--- src/rtl/booth_product_accumulator.sv ---
// Group accumulator behind the radix-8 Booth multiplier of a systolic PE.
// Sums K signed products per group and parks the result in a valid/ready register.
module booth_product_accumulator #(
   parameter int N        = 8,
   parameter int ACC_W    = 24,
   parameter int K        = 3,
   parameter int SATURATE = 1
) (
   input  logic                       clk,
   input  logic                       reset,
   input  logic                       in_valid,
   output logic                       in_ready,
   input  logic [2*N-1:0]             in_prod,
   input  logic                       in_last,
   output logic                       out_valid,
   input  logic                       out_ready,
   output logic [ACC_W-1:0]           out_sum,
   output logic [$clog2(K+1)-1:0]     out_count,
   output logic                       out_ovf,
   output logic                       out_err
);

   localparam int CW = $clog2(K+1);
   localparam logic [CW-1:0] LASTC = CW'(K-1);
   localparam logic signed [ACC_W-1:0] SMAX = {1'b0, {(ACC_W-1){1'b1}}};
   localparam logic signed [ACC_W-1:0] SMIN = {1'b1, {(ACC_W-1){1'b0}}};

   typedef enum logic {ACCUM, STALL} state_t;

   state_t state, state_d;

   logic signed [ACC_W-1:0] acc;
   logic [CW-1:0]           cnt;
   logic                    ovf;
   logic                    err_hold;

   logic signed [2*N-1:0]   prod_s;
   logic signed [ACC_W:0]   acc_x, prod_x, sum_x;
   logic signed [ACC_W-1:0] res;
   logic                    ovf_now, is_k, err_now, out_hs, out_free;
   logic                    load_new, load_held, park, step;
   logic [CW-1:0]           cnt_nx;

   // Sum one bit wider than the accumulator so the overflow is visible.
   assign prod_s  = in_prod;
   assign acc_x   = acc;
   assign prod_x  = prod_s;
   assign sum_x   = acc_x + prod_x;
   assign ovf_now = sum_x[ACC_W] ^ sum_x[ACC_W-1];
   assign is_k    = (cnt == LASTC);
   assign err_now = in_last ^ is_k;
   assign cnt_nx  = cnt + CW'(1);

   assign out_hs   = out_valid & out_ready;
   assign out_free = ~out_valid | out_ready;

   always_comb begin
      res = sum_x[ACC_W-1:0];
      if (ovf_now && SATURATE != 0)
         res = sum_x[ACC_W] ? SMIN : SMAX;
   end

   always_comb begin
      state_d   = state;
      in_ready  = 1'b0;
      load_new  = 1'b0;
      load_held = 1'b0;
      park      = 1'b0;
      step      = 1'b0;
      unique case (state)
         ACCUM: begin
            in_ready = reset;
            if (in_valid && reset) begin
               if (in_last || is_k) begin
                  if (out_free) begin
                     load_new = 1'b1;
                  end else begin
                     park    = 1'b1;
                     state_d = STALL;
                  end
               end else begin
                  step = 1'b1;
               end
            end
         end
         STALL: begin
            if (out_hs) begin
               load_held = 1'b1;
               state_d   = ACCUM;
            end
         end
         default: state_d = ACCUM;
      endcase
   end

   always_ff @(posedge clk or negedge reset) begin
      if (!reset) state <= ACCUM;
      else        state <= state_d;
   end

   always_ff @(posedge clk or negedge reset) begin
      if (!reset) begin
         acc      <= '0;
         cnt      <= '0;
         ovf      <= 1'b0;
         err_hold <= 1'b0;
      end else if (load_new || load_held) begin
         acc <= '0;
         cnt <= '0;
         ovf <= 1'b0;
      end else if (step || park) begin
         acc <= res;
         cnt <= cnt_nx;
         ovf <= ovf | ovf_now;
         if (park) err_hold <= err_now;
      end
   end

   always_ff @(posedge clk or negedge reset) begin
      if (!reset) begin
         out_valid <= 1'b0;
         out_sum   <= '0;
         out_count <= '0;
         out_ovf   <= 1'b0;
         out_err   <= 1'b0;
      end else if (load_new) begin
         out_valid <= 1'b1;
         out_sum   <= res;
         out_count <= cnt_nx;
         out_ovf   <= ovf | ovf_now;
         out_err   <= err_now;
      end else if (load_held) begin
         out_valid <= 1'b1;
         out_sum   <= acc;
         out_count <= cnt;
         out_ovf   <= ovf;
         out_err   <= err_hold;
      end else if (out_hs) begin
         out_valid <= 1'b0;
      end
   end

endmodule

--- config.mk ---
export PLATFORM = sky130hd
export DESIGN_NAME = booth_product_accumulator
export DESIGN_NICKNAME = d
export VERILOG_FILES = /design/src/rtl/booth_product_accumulator.sv
export SDC_FILE = /design/constraint.sdc
export NUM_CORES = 1
export LEC_CHECK = 0
export ABC_AREA = 0
export CORE_ASPECT_RATIO = 0.9
export CORE_MARGIN = 1
export CORE_UTILIZATION = 50
export CTS_CLUSTER_DIAMETER = 120
export DETAILED_ROUTE_END_ITERATION = 8
export GPL_ROUTABILITY_DRIVEN = 0
export PLACE_DENSITY = 0.78
export SETUP_SLACK_MARGIN = 0.3
export SLEW_MARGIN = 10
export SYNTH_ARGS = -nofsm -noshare
export SYNTH_HDL_FRONTEND = slang
export SYNTH_SLANG_ARGS = --single-unit
--- constraint.sdc ---
create_clock -name clk -period 2.5 [get_ports clk]
set_input_delay 0.625 -clock clk [delete_from_list [all_inputs] [get_ports clk]]
set_output_delay 0.625 -clock clk [all_outputs]
set_load 0.02 [all_outputs]
# Word level (Yosys, flattened, before mapping)
# Cells that the tools add are included.
[word_totals] word_cells=64 register_bits=58 inputBits=21
[classes] bitwise_logic=8 addsub=2 muxes=35 eq_ne=1 n_reduce_logical=8
[ops] op="$mux W24" n=6
[ops] op="$add A24 B16 Y25" n=1
[ops] op="$mux W1" n=24
[ops] op="$mux W2" n=4
[ops] op="$reduce_bool A2 Y1" n=2
[ops] op="$logic_or A1 B1 Y1" n=3
[ops] op="$not A1 Y1" n=3
[ops] op="$reduce_and A3 Y1" n=1
[ops] op="$reduce_bool A3 Y1" n=1
[ops] op="$add A2 B1 Y2 const B" n=1
[ops] op="$eq A2 B2 Y1 const B" n=1
[ops] op="$or A1 B1 Y1" n=2
[ops] op="$pmux W1 S2" n=1
[ops] op="$xor A1 B1 Y1" n=2
[ops] op="$and A1 B1 Y1" n=1
[ops] op="$logic_and A1 B1 Y1" n=1

# Depth between registers and ports, before layout
# Gate-level depths: netlist of the first run.
[logic_depth] ltp_word=9 mapped_depth=11 depth_no_buf=10

# Least setup slack after synthesis of the first run
# Ideal clock, no wire load.
[synth_path] path_type="input -> register" from="in in_prod[0]" to="reg out_sum[11]" n_path_buf=1 path_slack_ns=-0.238 arrival_time_ns=2.652 stages=11 path_cell_list="ha_1 > inv_1 > fa_1 > nand2b_1 > a21oi_1 > o211ai_1 > a31o_4 > nor4_4 > o21ai_4 > buf_6 > o211ai_1"
[synth_between] elab_chain_len=4 word_cells_on_any_way=5 cone_classes="add/sub: 1; mux: 3; bitwise: 1"
[synth_rtl] element="start: declaration" line_no="13" text="input logic [2*N-1:0] in_prod,"
[synth_rtl] element="$add A24 B16 Y25 *" line_no="48" text="assign sum_x = acc_x + prod_x;"
[synth_rtl] element="$mux W24 / $xor A1 B1 Y1 (equally long branches)" line_no="60, 49"
[synth_rtl] element="$mux W24 *" line_no="59" text="if (ovf_now && SATURATE != 0)"
[synth_rtl] element="$mux W24 *" line_no="126" text="end else if (load_new) begin"
[synth_rtl] element="end signal: assignment" line_no="128" text="out_sum <= res;"
[synth_rtl] element="end: declaration" line_no="17" text="output logic [ACC_W-1:0] out_sum,"
# Mark *: on every way between the ends. The rest lies on a longest branch, timed or not.
# A chain may end at the register's enable or synchronous reset.

# Worst setup path after layout of the first run
[layout_path] from="in in_prod[11]" to="reg out_sum[19]"
# The elaborated chain is that of the path after synthesis.

==> results of run 1 <==
per-stage QoR:
step	total power [mW]	hold WS [ns]	TNS (ns)
after floorplan	4.875	0.3294	-1.095
after global placement	6.785	0.4615	-33.64
after detailed placement	6.965	0.4705	-36.81
after CTS	8.509	0.4672	-9.686
after global routing	10.38	0.4985	-16.94
final	10.10	0.4379	-16.09
power by group:
group          switching [mW]  leakage [nW]  internal [mW]
Sequential              0.473         0.729           1.40
Clock                   0.394        0.0722          0.343
Combinational            3.90          2.16           3.59
Total                    4.77          2.96           5.33
cell families after synthesis:
logic type / count (synthesis) / synth area share (%)
simple gates: 143 / 18.01
compound gates: 161 / 28.19
flops: 58 / 35.46
xor+xnor: 19 / 4.250
buf+inv: 38 / 4.402
mux: 5 / 1.253
fa+ha+maj: 27 / 8.438
layer usage:
metal	vias to the layer above	routed length, um
li1	2054	-
met1	2450	6871
met2	525	8770
met3	204	2224
met4	0	1584
met5	-	0
placed cells by master (no fill, tap or decap), types with 5 or more instances in the layout:
cell | synthesis | routed
buf_12 | 0 | 6
xor2_1 | 8 | 8
and3_1 | 17 | 16
nand3_4 | 2 | 5
nand2_1 | 58 | 57
buf_4 | 0 | 116
nor2_1 | 21 | 20
dlygate4sd2_1 | 0 | 7
o211ai_1 | 32 | 32
a21oi_4 | 0 | 5
a21oi_2 | 1 | 10
nand4_1 | 5 | 5
o21ai_2 | 1 | 7
dfrtp_1 | 58 | 58
inv_1 | 14 | 11
ha_1 | 26 | 6
o21ai_1 | 5 | 5
ha_4 | 0 | 20
xnor2_1 | 10 | 10
a21o_1 | 9 | 9
clkbuf_8 | 0 | 9
clkdlybuf4s50_1 | 0 | 32
nand2b_1 | 8 | 7
buf_6 | 4 | 17
a21oi_1 | 48 | 34
worst max path at each step:
| stage | from | to | slack [ns] | cells after the start |
|---|---|---|---|---|
| 2_1_floorplan | in_prod[0] | out_sum[10]$_DFFE_PN0N_ | -0.05 | 11 |
| 3_3_place_gp | in_prod[1] | out_sum[21]$_DFFE_PN0N_ | -0.79 | 10 |
| 3_5_place_dp | in_prod[0] | out_sum[1]$_DFFE_PN0N_ | -0.84 | 12 |
| 4_1_cts | acc[0]$_DFFE_PN0P_ | out_sum[11]$_DFFE_PN0N_ | -0.23 | 13 |
| 5_1_grt | in_prod[11] | out_sum[19]$_DFFE_PN0N_ | -0.59 | 13 |
| 6_report | in_prod[11] | out_sum[19]$_DFFE_PN0N_ | -0.55 | 13 |
sequential cells by signal, summed over array words and instances, names as in the netlist:
signal	count
out_sum	24
out_valid	1
out_ovf	1
ovf	1
out_err	1
err_hold	1
state	1
cnt	2
out_count	2
acc	24
final cells by class:
cell class	count	area share, %
multi-input combinational	356	47.27
timing repair buffer	193	26.38
sequential	58	21.64
clock buffer	12	2.015
tap	96	1.791
inverter	15	0.8394
clock inverter	1	0.07461
repair_timing:
action | 4_1_cts | 5_1_grt
gates resized for setup | 74 | 67
setup endpoints to repair | 51 | 50
gates cloned | 5 | 2
endpoints found under the hold margin | 0 | 0
pin swaps | 41 | 47
setup buffers | 33 | 12
==> impl_metrics.csv, run 1 <==
group,metric,value,unit
global_routing,grt_pass1_vias,4890,
setup_path,cp_slowest_cell,"o211ai_1",
synthesis,synth.area.top_cells,"dfrtp_1, ha_1, a21oi_1",
timing,final_max_slew_viol_count,0,
clocking,cts_buffers,9,
synthesis,synth-main-ff-cell,"dfrtp_1",
setup_path,cp_slowest_stage_delay,0.39,ns
status,status,"finished, violations left",
setup_path,critPathCaptureType,"flip-flop",
synthesis,yosys.area.top_type_share,35.46,%
cells_and_area,layout.cells.non_filler,731,
routing,dr.pass1.iters,6,
synthesis,synthTopCellsByCount,"dfrtp_1, nand2_1, a21oi_1",
timing,min_period_over_period,121.9,%
timing,hold_viol_final,0,
setup_path,cp_common_cell,"buf_6",
global_routing,grtUsageTotal,38.90,%
synthesis,synth-seq-cells,58,
power_and_ir_drop,p_per_area,1505,nW/um^2
global_routing,use_met1,45.86,%
timing,fmax,328.3,MHz
global_routing,grt.met3_usage,8.380,%
synthesis,synth_cell_types,66,
placed_design,post-place-ws,-0.8426,ns
cells_and_area,fillerInstances,368,
routing,drt_iter0_markers,652,
global_routing,grt_busiest_layer,"met2",
floorplanning,die_y,87.83,um
placed_design,placed_cells,666,
global_routing,antenna_found_initial,0,
setup_path,r2r-start,"acc[14]$_DFFE_PN0P_",
routing,avgViaCountPerCell,7.159,
global_routing,grtUsageMet2,67.32,%
status,failed_checks,"setup timing",
synthesis,synth-seq-area-share,35.46,%
synthesis,syn_nets,499,
synthesis,netlist.top_cell.by_area,"dfrtp_1",
job,cap_violations,0,
synthesis,syn_area,4093,um^2
global_routing,grt_overflow,0,
timing,fin_crit,3.046,ns
cells_and_area,drive_gt1_share,41.42,%
setup_path,cp_top_family,"compound AO/OA/AOI/OAI gates",
clocking,cts_htree_levels,3,
setup_path,reg2reg_slack,-0.52,ns
placed_design,place_area,5488,um^2
setup_path,cp.buffers_inverters,5,
global_routing,grt_start_max_net_pins,59,
power_and_ir_drop,p_leak,2.963,nW
clocking,hold_buffers,0,
routing,drt-total-wl,19450,um
timing,fin_ws,-0.5464,ns
cells_and_area,multi_input_area,3171,um^2
floorplanning,core-area,7732,um^2
cells_and_area,antenna_cells,0,
cells_and_area,area_growth,63.89,%
timing,slew_headroom,47.99,%
setup_path,cp.arrival,3.27,ns
floorplanning,start_util,52.93,%
timing,fin_skew,0.01395,ns
setup_path,crit_chain,"dlygate4sd2_1 > ha_4 > buf_4 > nand4_1 > nor2_1 > o211ai_1 > a31o_4 > buf_6 > buf_6 > o211ai_4 > buf_6 > nand3_4 > o211ai_1",
cells_and_area,nNetsFinal,681,
timing,finalSetupViolCount,48,
setup_path,reg2reg_depth,11,
timing,tightest_slew,0.7802,ns
setup_path,criticalPathCategory,"input pin to flip-flop",
clocking,cts_tree,"done",
routing,vias,5233,
clocking,cts_sinks,58,
floorplanning,num_rows,30,
placed_design,dp_hpwl,8747,um
cells_and_area,finalInstanceArea,6708,um^2
setup_path,path_max_fanout,8,
setup_path,worstReg2RegEnd,"out_sum[19]$_DFFE_PN0N_",
clocking,clock_latency,0.36,ns
cells_and_area,final_util,86.75,%
cells_and_area,seq_area,1451,um^2
placed_design,io_buffers,50,
floorplanning,io_pins,51,
setup_path,cp-start-kind,"input pin",
synthesis,synth_edf_count,0,
synthesis,syn_inst,451,
power_and_ir_drop,worst_ir_drop_vdd,0.7798,mV
synthesis,yosysWarnings,0,
timing,rsz0062_at_grt,"true",
routing,wl_per_cell,26.61,um
clocking,root_buffer,"clkbuf_8",
floorplanning,die_w,97.37,um
routing,ant_nets,0,
routing,drc_errors,0,
synthesis,async_flop_share,100.0,%
floorplanning,die-area,8552,um^2
clocking,clk_path_buf_depth,2,
clocking,path_clk_slew,0.07,ns
synthesis,syn_avg_cell_area,9.075,um^2
hold_path,hold_path.class,"input pin to async pin",
global_routing,grt_pass1_wl,25700,um
setup_path,required,2.72,ns
Note: power is estimated with default switching activity, not from simulation.
==> run 2, diff against run 1 <==
- CORE_MARGIN: 1 -> unset
==> results of run 2 <==
Final layout, timing and power as in run 1 (identical DEF).
